**src/rtl/wb_arbiter.sv**
```systemverilog
// Writeback-port arbiter: merges ALU results and buffered mul/div results onto the register-file write port.
// Latency: 1 cycle from winning edge to wr_en/a3/din (ALU and bypass); FIFO entries wait behind the ALU.
// Backpressure: md_ready = !full from registered occupancy; the ALU is never stalled, alu_hold requests a gap.
module wb_arbiter #(
  parameter int D_WIDTH       = 32,
  parameter int ADDRESS_WIDTH = 5,
  parameter int DEPTH         = 4,
  parameter int STARVE_LIMIT  = 8
) (
  input  logic                     clk,
  input  logic                     rst_n,
  input  logic                     alu_valid,
  input  logic [ADDRESS_WIDTH-1:0] alu_rd,
  input  logic [D_WIDTH-1:0]       alu_data,
  input  logic                     md_valid,
  output logic                     md_ready,
  input  logic [ADDRESS_WIDTH-1:0] md_rd,
  input  logic [D_WIDTH-1:0]       md_data,
  output logic                     wr_en,
  output logic [ADDRESS_WIDTH-1:0] a3,
  output logic [D_WIDTH-1:0]       din,
  input  logic [ADDRESS_WIDTH-1:0] q_rs1,
  input  logic [ADDRESS_WIDTH-1:0] q_rs2,
  output logic                     q_hit1,
  output logic                     q_hit2,
  output logic                     alu_hold,
  output logic [$clog2(DEPTH+1)-1:0] pending
);

  localparam int PW = $clog2(DEPTH);
  localparam int CW = $clog2(DEPTH+1);
  localparam int SW = $clog2(STARVE_LIMIT+1);
  localparam logic [CW-1:0] FULL_CNT = CW'(DEPTH);
  localparam logic [SW-1:0] LIMIT    = SW'(STARVE_LIMIT);

  logic [ADDRESS_WIDTH-1:0] rd_q   [DEPTH];
  logic [D_WIDTH-1:0]       data_q [DEPTH];
  logic [DEPTH-1:0]         vld_q;
  logic [PW-1:0]            wptr, rptr;
  logic [CW-1:0]            count;
  logic [SW-1:0]            starve;

  logic alu_req, fifo_ne, md_acc, md_live;
  logic alu_win, fifo_win, byp_win, push, pop;

  // Port arbitration: ALU over FIFO head over bypass; rd==0 requests never claim the port.
  always_comb begin
    alu_req  = alu_valid && (alu_rd != '0);
    fifo_ne  = (count != '0);
    md_acc   = md_valid && md_ready;
    md_live  = md_acc && (md_rd != '0);
    alu_win  = alu_req;
    fifo_win = !alu_req && fifo_ne;
    byp_win  = !alu_req && !fifo_ne && md_live;
    push     = md_live && !byp_win;
    pop      = fifo_win;
  end

  assign md_ready = (count != FULL_CNT);
  assign pending  = count;

  // FIFO pointers, occupancy and per-slot valid bits; wptr==rptr with push&pop cannot occur (empty or full).
  always_ff @(posedge clk or negedge rst_n) begin
    if (!rst_n) begin
      wptr  <= '0;
      rptr  <= '0;
      count <= '0;
      vld_q <= '0;
    end else begin
      if (push) begin
        vld_q[wptr] <= 1'b1;
        wptr        <= wptr + PW'(1);
      end
      if (pop) begin
        vld_q[rptr] <= 1'b0;
        rptr        <= rptr + PW'(1);
      end
      case ({push, pop})
        2'b10:   count <= count + CW'(1);
        2'b01:   count <= count - CW'(1);
        default: count <= count;
      endcase
    end
  end

  // FIFO payload storage; only slots flagged in vld_q are meaningful.
  always_ff @(posedge clk) begin
    if (push) begin
      rd_q[wptr]   <= md_rd;
      data_q[wptr] <= md_data;
    end
  end

  // Registered write port; a3/din keep their last value when nothing wins.
  always_ff @(posedge clk or negedge rst_n) begin
    if (!rst_n) begin
      wr_en <= 1'b0;
      a3    <= '0;
      din   <= '0;
    end else if (alu_win) begin
      wr_en <= 1'b1;
      a3    <= alu_rd;
      din   <= alu_data;
    end else if (fifo_win) begin
      wr_en <= 1'b1;
      a3    <= rd_q[rptr];
      din   <= data_q[rptr];
    end else if (byp_win) begin
      wr_en <= 1'b1;
      a3    <= md_rd;
      din   <= md_data;
    end else begin
      wr_en <= 1'b0;
    end
  end

  // Starvation counter: counts ALU wins over a waiting FIFO and fires a one-cycle hold at the limit.
  always_ff @(posedge clk or negedge rst_n) begin
    if (!rst_n) begin
      starve   <= '0;
      alu_hold <= 1'b0;
    end else if (alu_win && fifo_ne) begin
      if (starve + SW'(1) == LIMIT) begin
        starve   <= '0;
        alu_hold <= 1'b1;
      end else begin
        starve   <= starve + SW'(1);
        alu_hold <= 1'b0;
      end
    end else begin
      starve   <= '0;
      alu_hold <= 1'b0;
    end
  end

  // Scoreboard: only entries still buffered count; in-flight bypass/output writes commit before the read.
  always_comb begin
    q_hit1 = 1'b0;
    q_hit2 = 1'b0;
    for (int i = 0; i < DEPTH; i++) begin
      if (vld_q[i] && (rd_q[i] == q_rs1)) q_hit1 = 1'b1;
      if (vld_q[i] && (rd_q[i] == q_rs2)) q_hit2 = 1'b1;
    end
    if (q_rs1 == '0) q_hit1 = 1'b0;
    if (q_rs2 == '0) q_hit2 = 1'b0;
  end

endmodule

```
**config.mk**
```make
export PLATFORM = sky130hd
export DESIGN_NAME = wb_arbiter
export DESIGN_NICKNAME = d
export VERILOG_FILES = /design/src/rtl/wb_arbiter.sv
export SDC_FILE = /design/constraint.sdc
export NUM_CORES = 1
export LEC_CHECK = 0
export ABC_AREA = 1
export BUFFER_PORTS_ARGS = -buffer_cell sky130_fd_sc_hd__clkbuf_2
export CAP_MARGIN = 5
export CORE_ASPECT_RATIO = 1.25
export CORE_UTILIZATION = 63
export DETAILED_ROUTE_END_ITERATION = 8
export PLACE_DENSITY = 0.95
export SETUP_SLACK_MARGIN = 0.3
export SYNTH_ARGS = -nofsm -noshare
export SYNTH_HDL_FRONTEND = slang
export SYNTH_SLANG_ARGS = --single-unit
```
**constraint.sdc**
```tcl
create_clock -name clk -period 6.8 [get_ports clk]
set_clock_uncertainty 0.15 [all_clocks]
set_input_delay 0.34 -clock clk [delete_from_list [all_inputs] [get_ports clk]]
set_output_delay 0.34 -clock clk [all_outputs]
set_load 0.005 [all_outputs]
```
==> results by group, run 1 <==
Critical path
  • Reg-to-reg slack, setup: 3.49 ns
  • Type of element launching the critical path: register
  • Crit path to: data_q[3][5]$_DFFE_PP_
  • Crit. End Element: register
  • FF-to-FF path depth: 7
  • Worst flop-to-flop path startpoint: pending[2]$_DFFE_PN0P_
  • Maximum fanout along the worst path: 40
  • Critical Path RT: 6.80 ns
  • Worst EP arrival: 3.31 ns
  • FF-to-FF End: data_q[3][5]$_DFFE_PP_
  • Crit path kind: register to register
  • Worst setup path startpoint: pending[2]$_DFFE_PN0P_

Pwr
  • Worst IR Drop VDD: 0.246 mV
  • Leak: 5.82 nW
  • Tot Pwr: 4.56 mW
  • PD cells: 389 nW/um^2

Clocking
  • CTS Buf Count: 19
  • Clock buffer depth: 3
  • Worst-Skew Late Latency: 0.49 ns
  • Sink Count: 202
  • Worst-path clk slew: 0.07 ns
  • CTS Root Cell: clkbuf_16
  • CTS tree: built
  • Post-CTS setup buffer count: 0
  • H-Tree Depth: 1

Global route
  • Grt total ovfl: 0
  • Initial antenna violation count: 0
  • All-Layer GR Usage: 35.3%
  • Largest net degree at the start of global routing: 79
  • Number of global-route vias before repair: 8,640
  • First-pass GRT wire length: 44.3 mm

Placement
  • Port Buf Inserts: 132
  • Worst slack at placement: 3.64 ns
  • Area after DPL: 10,700 um^2
  • DPL Wire Length: 16.4 mm
  • GPL Wtd Cong: 0.955

Synthesis
  • Largest family of logic cells by synthesized area: simple AND/OR/NAND/NOR gates
  • Mean Syn Cell Area: 8.71 um^2
  • Simple-Gate Fraction of Synth Area: 28.8%
  • Post-Synth Adder-Cell Area: around 1.4%
  • Top-area cell type share of the netlist area: 43.7%
  • Syn Nets: around 1,300
  • Area leader, netlist: edfxtp_1
  • Post-synthesis sequential area ratio: 57.0%
  • Yosys warns: 0
  • Flops & latches, synth: 202
  • Multiplexer area fraction after synthesis: 0%
  • Compound-gate portion of the synthesized area: 1.51%
  • Distinct cells, synth: 27
  • Mapped Cells: about 1,200
  • Ranking of synthesized cells by area: edfxtp_1, nand2_1, dfrtp_1
  • Mapped Area: 10,200 um^2
  • Xor/xnor share of the synthesized area: 0.431%

Floorplan
  • Die height: 144 um
  • Rows: about 50
  • Initial Utilization: 64.7%
  • DIE AREA: 16,600 um^2
  • Die width: between 100 and 150 um
  • Core Footprint: 15,700 um^2
  • Io pins: 133

Status
  • Failing checks: design-rule violations
  • Status: complete, but fails checks

Detailed routing
  • Initial DRC count: between 1,000 and 1,500
  • Total routed wirelength: 28.7 mm
  • DR DRC count: 1
  • DR vias/cell: 5.86
  • Wire per inst: 18.7 um
  • Drt first pass iters: 8
  • Antenna Violating Nets Remaining: 0
  • Vias: about 9,000

Cells and area
  • Area delta synth->final: 15.3%
  • Antenna diode count: 0
  • Total Nets Final: 1,411
  • Number of fill cells in the layout: 977
  • Final core occ: 74.6%
  • Layout cells sized above 1: 14.0%
  • Fin area: 11,700 um^2

Timing
  • Slew Limit Headroom: 35.1%
  • Final hold violations: 0
  • Post-layout minimum cycle time: 3.31 ns
  • Fmax: 0.302 GHz
  • Setup TNS Final: 0 ns
  • RSZ-0062 raised after global routing: no
  • Final period util: 48.6%
  • Pins Over Slew Limit: 0
  • PnR worst setup slack: about 3.5 ns
  • Setup Viol. Count Final: 0
  • Tightest Pin Transition: 0.973 ns

Min path
  • Worst hold path class: primary input to register
  • Hold path cells: 5

Job
  • Maximum Capacitance Violations: 0
[logic make-up (layout without fill, tap and decap cells)]
logic type / Yosys count / after routing
flip-flops: 202 / 202
buffers and inverters: 233 / 391
adder cells (fa/ha/maj): 11 / 11
AO/OA/AOI/OAI: 28 / 28
AND/OR/NAND/NOR: 687 / 687
XOR/XNOR: 5 / 5
[where the power goes]
part / switching [mW] / internal, mW
Combinational: 1.17 / 0.511
Sequential: 0.183 / 1.67
Clock: 0.454 / 0.577
Total: 1.80 / 2.76
[worst max-delay path: stages, from the launching register on]
cell and delay, ns:
dfrtp_1 0.42, inv_1 0.12, nand2_4 0.45, inv_6 0.27, nand2_4 0.21, nand3_1 0.13, inv_1 0.73, buf_4 0.43
[metal layers]
| metal | up-vias | part of all wire, % | track usage (%) |
|---|---|---|---|
| li1 | 4007 | - | - |
| met2 | 734 | 50 | 60.2 |
| met3 | 151 | 11 | 5.95 |
| met1 | 4111 | 34 | 42.2 |
| met5 | - | 0 | 0 |
| met4 | 0 | 5.8 | 20.8 |
[cells in the final DEF (no fill, tap or decap), types with 2 or more instances in the layout]
master           n
nand2_1        397
nand3_1        233
inv_1          174
edfxtp_1       148
clkbuf_2       132
dfrtp_1         53
nor2_1          44
dlygate4sd3_1   38
o21ai_0         21
clkbuf_16       19
ha_1            10
buf_4            9
nor3_1           6
clkinv_2         5
xor2_1           4
a21boi_0         4
nand2_4          3
inv_2            3
nand3_2          2
a21oi_1          2
clkinvlp_4       2
clkbuf_1         2
clkbuf_8         2
[cells in the mapped netlist, drive strengths merged]
library cell and count:
nand2 401, nand3 235, inv 178, edfxtp 148, dfrtp 54, buf 49
nor2 45, o21ai 21, ha 10, nor3 6, clkbuf 5, a21boi 4
xor2 4, a21oi 3, clkinv 1, fa 1, xnor2 1
[flip-flops by register name, indices dropped and copies added, names as in the netlist]
register  flops
alu_hold      1
data_q      128
din          32
vld_q         4
wr_en         1
wptr          2
pending       3
starve        4
rptr          2
rd_q         20
a3            5
[cell type report]
| cell class | instances | area (um^2) | area share, % |
|---|---|---|---|
| well taps | 212 | 265 | 2.26 |
| multi-input cells | 731 | 3270 | 27.9 |
| inverters | 179 | 682 | 5.82 |
| flip-flops and latches | 202 | 5800 | 49.5 |
| clock inverters | 10 | 85.1 | 0.726 |
| clock buffers | 23 | 510 | 4.36 |
| repair buffers | 179 | 1110 | 9.46 |
[timing repair]
item | in CTS | in global routing
hold buffers | 38 | 0
gates resized for setup | 0 | 0
endpoints found under the hold margin | 202 | 0
[metrics by stage]
| stage | hold slack [ns] | std cells |
|---|---|---|
| 6_report | 0.0161 | 1536 |
| 2_1_floorplan | -0.106 | 1166 |
| 3_3_place_gp | 0.306 | 1465 |
| 3_5_place_dp | 0.311 | 1465 |
| 5_1_grt | 0.0330 | 1536 |
| 4_1_cts | 0.00843 | 1536 |
[how the worst min path moves through the flow]
stage	from	to
2_1_floorplan	rst_n	a3[0]$_DFFE_PN0P_
3_3_place_gp	starve[0]$_DFF_PN0_	starve[0]$_DFF_PN0_
3_5_place_dp	starve[0]$_DFF_PN0_	starve[0]$_DFF_PN0_
4_1_cts	alu_data[16]	din[16]$_DFFE_PN0P_
5_1_grt	alu_data[4]	din[4]$_DFFE_PN0P_
6_report	alu_data[6]	din[6]$_DFFE_PN0P_
No activity file was read; power rests on OpenSTA's default activity.
==> inputs of run 2 (changes only) <==
Settings changed: ABC_AREA 1 to 0, CORE_UTILIZATION 63 to 57, PLACE_DENSITY 0.95 to 0.89.
Clock period 6.8 ns to 3.33 ns, I/O delays scaled along.
==> run 2 against run 1 <==
  * The run now ends clean
  * Non-clock buffer count grew 39
  * Largest power group unchanged
  * Total power rose by 95%
  * Highest routed layer unchanged
  * Critical path type is now primary input to register
  * Flip-flop and latch count unchanged
  * Hold slack worse by 0.0035 ns
  * First-iteration DRC count fell by 57%
  * Utilization decreased by 2.4 points
  * Critical endpoint is now din[31]$_DFFE_PN0P_
==> results by group, run 2 <==
Global route
  • Initial antenna violation count: 0 (unchanged)
  • All-Layer GR Usage: 29.8% (-5.5 points)
  • Grt total ovfl: 0 (unchanged)
  • Number of global-route vias before repair: 6,471 (-25%)
  • Largest net degree at the start of global routing: 74 (-6.3%)
  • First-pass GRT wire length: 36.1 mm (-18%)

Synthesis
  • Ys async rst share: 26.7% (unchanged)
  • Distinct cells, synth: 39 (+44%)
  • Syn Nets: 727 (-43%)
  • Synth top cells by count: edfxtp_1, nand2_1, dfrtp_1
  • Mapped Area: 9070 um^2 (-11%)
  • Area leader, netlist: edfxtp_1
  • Most frequent cell after synthesis: edfxtp_1
  • Mean Syn Cell Area: 14.4 um^2 (+66%)
  • Flops & latches, synth: 202 (unchanged)
  • Top-area cell type share of the netlist area: 49.0% (+5.2 points)
  • Yosys warns: 0 (unchanged)
  • Mapped Cells: 628 (-46%)
  • Ranking of synthesized cells by area: edfxtp_1, dfrtp_1, mux4_2
  • Compound-gate portion of the synthesized area: 7.02% (+5.5 points)
  • Simple-Gate Fraction of Synth Area: 10.5% (-18 points)
  • Multiplexer area fraction after synthesis: 9.29% (+9.3 points)
  • Largest family of logic cells by synthesized area: simple AND/OR/NAND/NOR gates
  • Xor/xnor share of the synthesized area: 4.54% (+4.1 points)
  • Post-synthesis sequential area ratio: 63.9% (+6.8 points)
  • Post-synth EDFFs: 148 (unchanged)
  • Post-Synth Adder-Cell Area: 1.60% (+0.17 points)
  • Dominant synthesized flop cell: edfxtp_1

Pwr
  • Reg power frac: 43.6% (+3.0 points)
  • Sw Share: 33.1% (-6.4 points)
  • Net switching power: 2.95 mW (+63%)
  • PD cells: 791 nW/um^2 (+100%)
  • Internal power: 5.95 mW (+120%)
  • Clock power share: 25.6% (+3.0 points)
  • Logic pwr share: 30.8% (-6.0 points)
  • Leak: 4.27 nW (-27%)
  • Worst IR Drop VDD: 0.556 mV (+130%)

Detailed routing
  • DR DRC count: 0 (-1)
  • Initial DRC count: 561 (-57%)
  • Drt first pass iters: 5 (-3)
  • DR vias/cell: 6.01 (+2.5%)
  • Vias: 6,326 (-30%)
  • Wire per inst: 22.3 um (+19%)
  • Total routed wirelength: 23.4 mm (-18%)
  • Antenna Violating Nets Remaining: 0 (unchanged)

Floorplan
  • Die width: 115 um (-0.64%)
  • DIE AREA: 16,400 um^2 (-1.3%)
  • Core Footprint: 15,600 um^2 (-0.81%)
  • Rows: 51 (unchanged)
  • Die height: 143 um (-0.65%)
  • Initial Utilization: 58.3% (-6.5 points)
  • Io pins: 133 (unchanged)

Timing
  • Fmax: 0.356 GHz
  • RSZ-0062 raised after global routing: no
  • Final hold violations: 0 (unchanged)
  • Pins Over Slew Limit: 0 (unchanged)
  • Setup Viol. Count Final: 0 (unchanged)
  • Post-layout minimum cycle time: 2.81 ns
  • Tightest Pin Transition: 1.06 ns (+0.0904 ns)
  • Hold WS: 0.0126 ns (-0.00351 ns)
  • Slew Limit Headroom: 29.1% (-6.0 points)
  • Final period util: 84.3%
  • Setup TNS Final: 0 ns (unchanged)
  • PnR worst setup slack: 0.522 ns (-2.97 ns)

Critical path
  • Worst setup path startpoint: alu_rd[4]
  • Crit path kind: primary input to register
  • Maximum fanout along the worst path: 73 (+83%)
  • Worst flop-to-flop path startpoint: pending[0]$_DFFE_PN0P_
  • Crit path to: din[31]$_DFFE_PN0P_
  • Worst EP arrival: 3.01 ns (-0.30 ns)
  • Critical path's slowest cell: buf_4
  • Crit. End Element: register
  • Critical path, cell by cell: dlygate4sd3_1 > clkbuf_2 > or3_4 > o31ai_4 > buf_4 > nand3_4 > buf_4 > nor2_1 > a21oi_2
  • Critical Path Max Stage Delay: 0.67 ns (-0.06 ns)
  • Type of element launching the critical path: primary input
  • Critical Path Most Common Cell: buf_4
  • Reg-to-reg slack, setup: 0.55 ns (-2.94 ns)
  • FF-to-FF End: data_q[1][21]$_DFFE_PP_
  • FF-to-FF path depth: 4 (-3)
  • Critical Path RT: 3.53 ns (-3.27 ns)

Min path
  • Worst hold path class: primary input to register

Cells and area
  • Largest register by flop count: data_q
  • Area delta synth->final: 24.0%
  • Non-filler cells, final: 1,053 (-31%)
  • Layout cells sized above 1: 34.6% (+21 points)
  • Commonest non-fill, non-tap cell in the layout: edfxtp_1
  • Commonest cells after routing, fill and taps aside: edfxtp_1, clkbuf_2, nand2_1, dlygate4sd3_1, dfrtp_1
  • Largest regs: data_q (128), din (32), rd_q (20)
  • Antenna diode count: 0 (unchanged)
  • Final core occ: 72.3% (-2.4 points)
  • Total Nets Final: 926 (-34%)
  • Number of flip-flops in the largest register: 128 (unchanged)

Clocking
  • CTS Root Cell: clkbuf_16
  • Worst-Skew Late Latency: 0.50 ns (about the same)
  • H-Tree Depth: 1 (unchanged)
  • CTS Buf Count: 20 (+1)
  • Post-CTS setup buffer count: 0 (unchanged)
  • Clock buffer depth: 3 (unchanged)
  • CTS tree: built
  • Sink Count: 202 (unchanged)
  • Worst-path clk slew: 0.06 ns (about the same)

Placement
  • Worst slack at placement: 0.555 ns (-3.08 ns)
  • GPL Wtd Cong: 0.860 (-9.9%)
  • DPL Wire Length: 13.3 mm (-19%)
  • Post-Place Cells: 940 (-36%)
  • Port Buf Inserts: 132 (unchanged)

Job
  • Maximum Capacitance Violations: 0 (unchanged)

Status
  • Status: completed
run 2: changes by cell type after synthesis, sizes merged, moves of 30 or more:
cell and delta:
inv -168, mux4 +37, a21oi +36, xor2 +30
nand3 -190, nand2 -324
run 2: area by class of cell:
| cell class | count | area, um^2 |
|---|---|---|
| Inverter | 10 | 37.5 |
| Clock inverter | 14 | 128 |
| Multi-Input combinational cell | 375 | 2990 |
| Tap cell | 212 | 265 |
| Clock buffer | 22 | 529 |
| Fill cell | 940 | 4320 |
| Sequential cell | 202 | 5800 |
| Timing Repair Buffer | 218 | 1500 |
run 2: logic make-up after synthesis:
group | Yosys count
AO/OA/AOI/OAI | 89
XOR/XNOR | 47
adder cells (fa/ha/maj) | 11
buffers and inverters | 51
flip-flops | 202
multiplexers | 38
AND/OR/NAND/NOR | 190
run 2: stage by stage:
stage,power (mW),instance area (um^2)
final,8.90,11200
after global routing,9.28,11200
after CTS,8.84,11200
after detailed placement,6.45,9820
after global placement,6.30,9820
after floorplan,5.59,9070
run 2: timing repair:
item,in CTS,in global routing
hold buffers,77,0
gates resized for setup,0,0
endpoints found under the setup margin,0,0
endpoints found under the hold margin,218,0
run 2: layer usage:
layer | up-vias | routed length [um] | GRT usage [%]
li1 | 2712 | - | -
met1 | 3100 | 8380 | 37.5
met2 | 416 | 12000 | 50.1
met3 | 98 | 1960 | 5.01
met4 | 0 | 1110 | 14.8
met5 | - | 0 | 0
run 2: power groups by stage:
stage	clock [mW]	sequential (mW)	combinational, mW
after global routing	2.38	3.93	2.97
after floorplan	0	3.71	1.88
after global placement	0	3.83	2.47
after detailed placement	0	3.89	2.57
final	2.28	3.88	2.74
after CTS	2.28	3.86	2.70
run 2: worst min path at each step:
stage          startpoint                      to  slack, ns  cells after the start
2_1_floorplan       rst_n       a3[0]$_DFFE_PN0P_      -0.28                      0
3_3_place_gp        rst_n      din[2]$_DFFE_PN0P_       0.19                      1
5_1_grt         alu_valid     starve[1]$_DFF_PN0_       0.03                      3
6_report        alu_valid     starve[1]$_DFF_PN0_       0.01                      3
4_1_cts         alu_valid     starve[1]$_DFF_PN0_      0.005                      3
3_5_place_dp        rst_n  pending[2]$_DFFE_PN0P_       0.18                      1
run 2: worst max-delay path: cells and delay by family:
kind | cells | cell delay, ns
buffers and inverters | 4 | 1.69
and+or+nand+nor | 3 | 0.79
AOI/OAI and AO/OA | 2 | 0.29
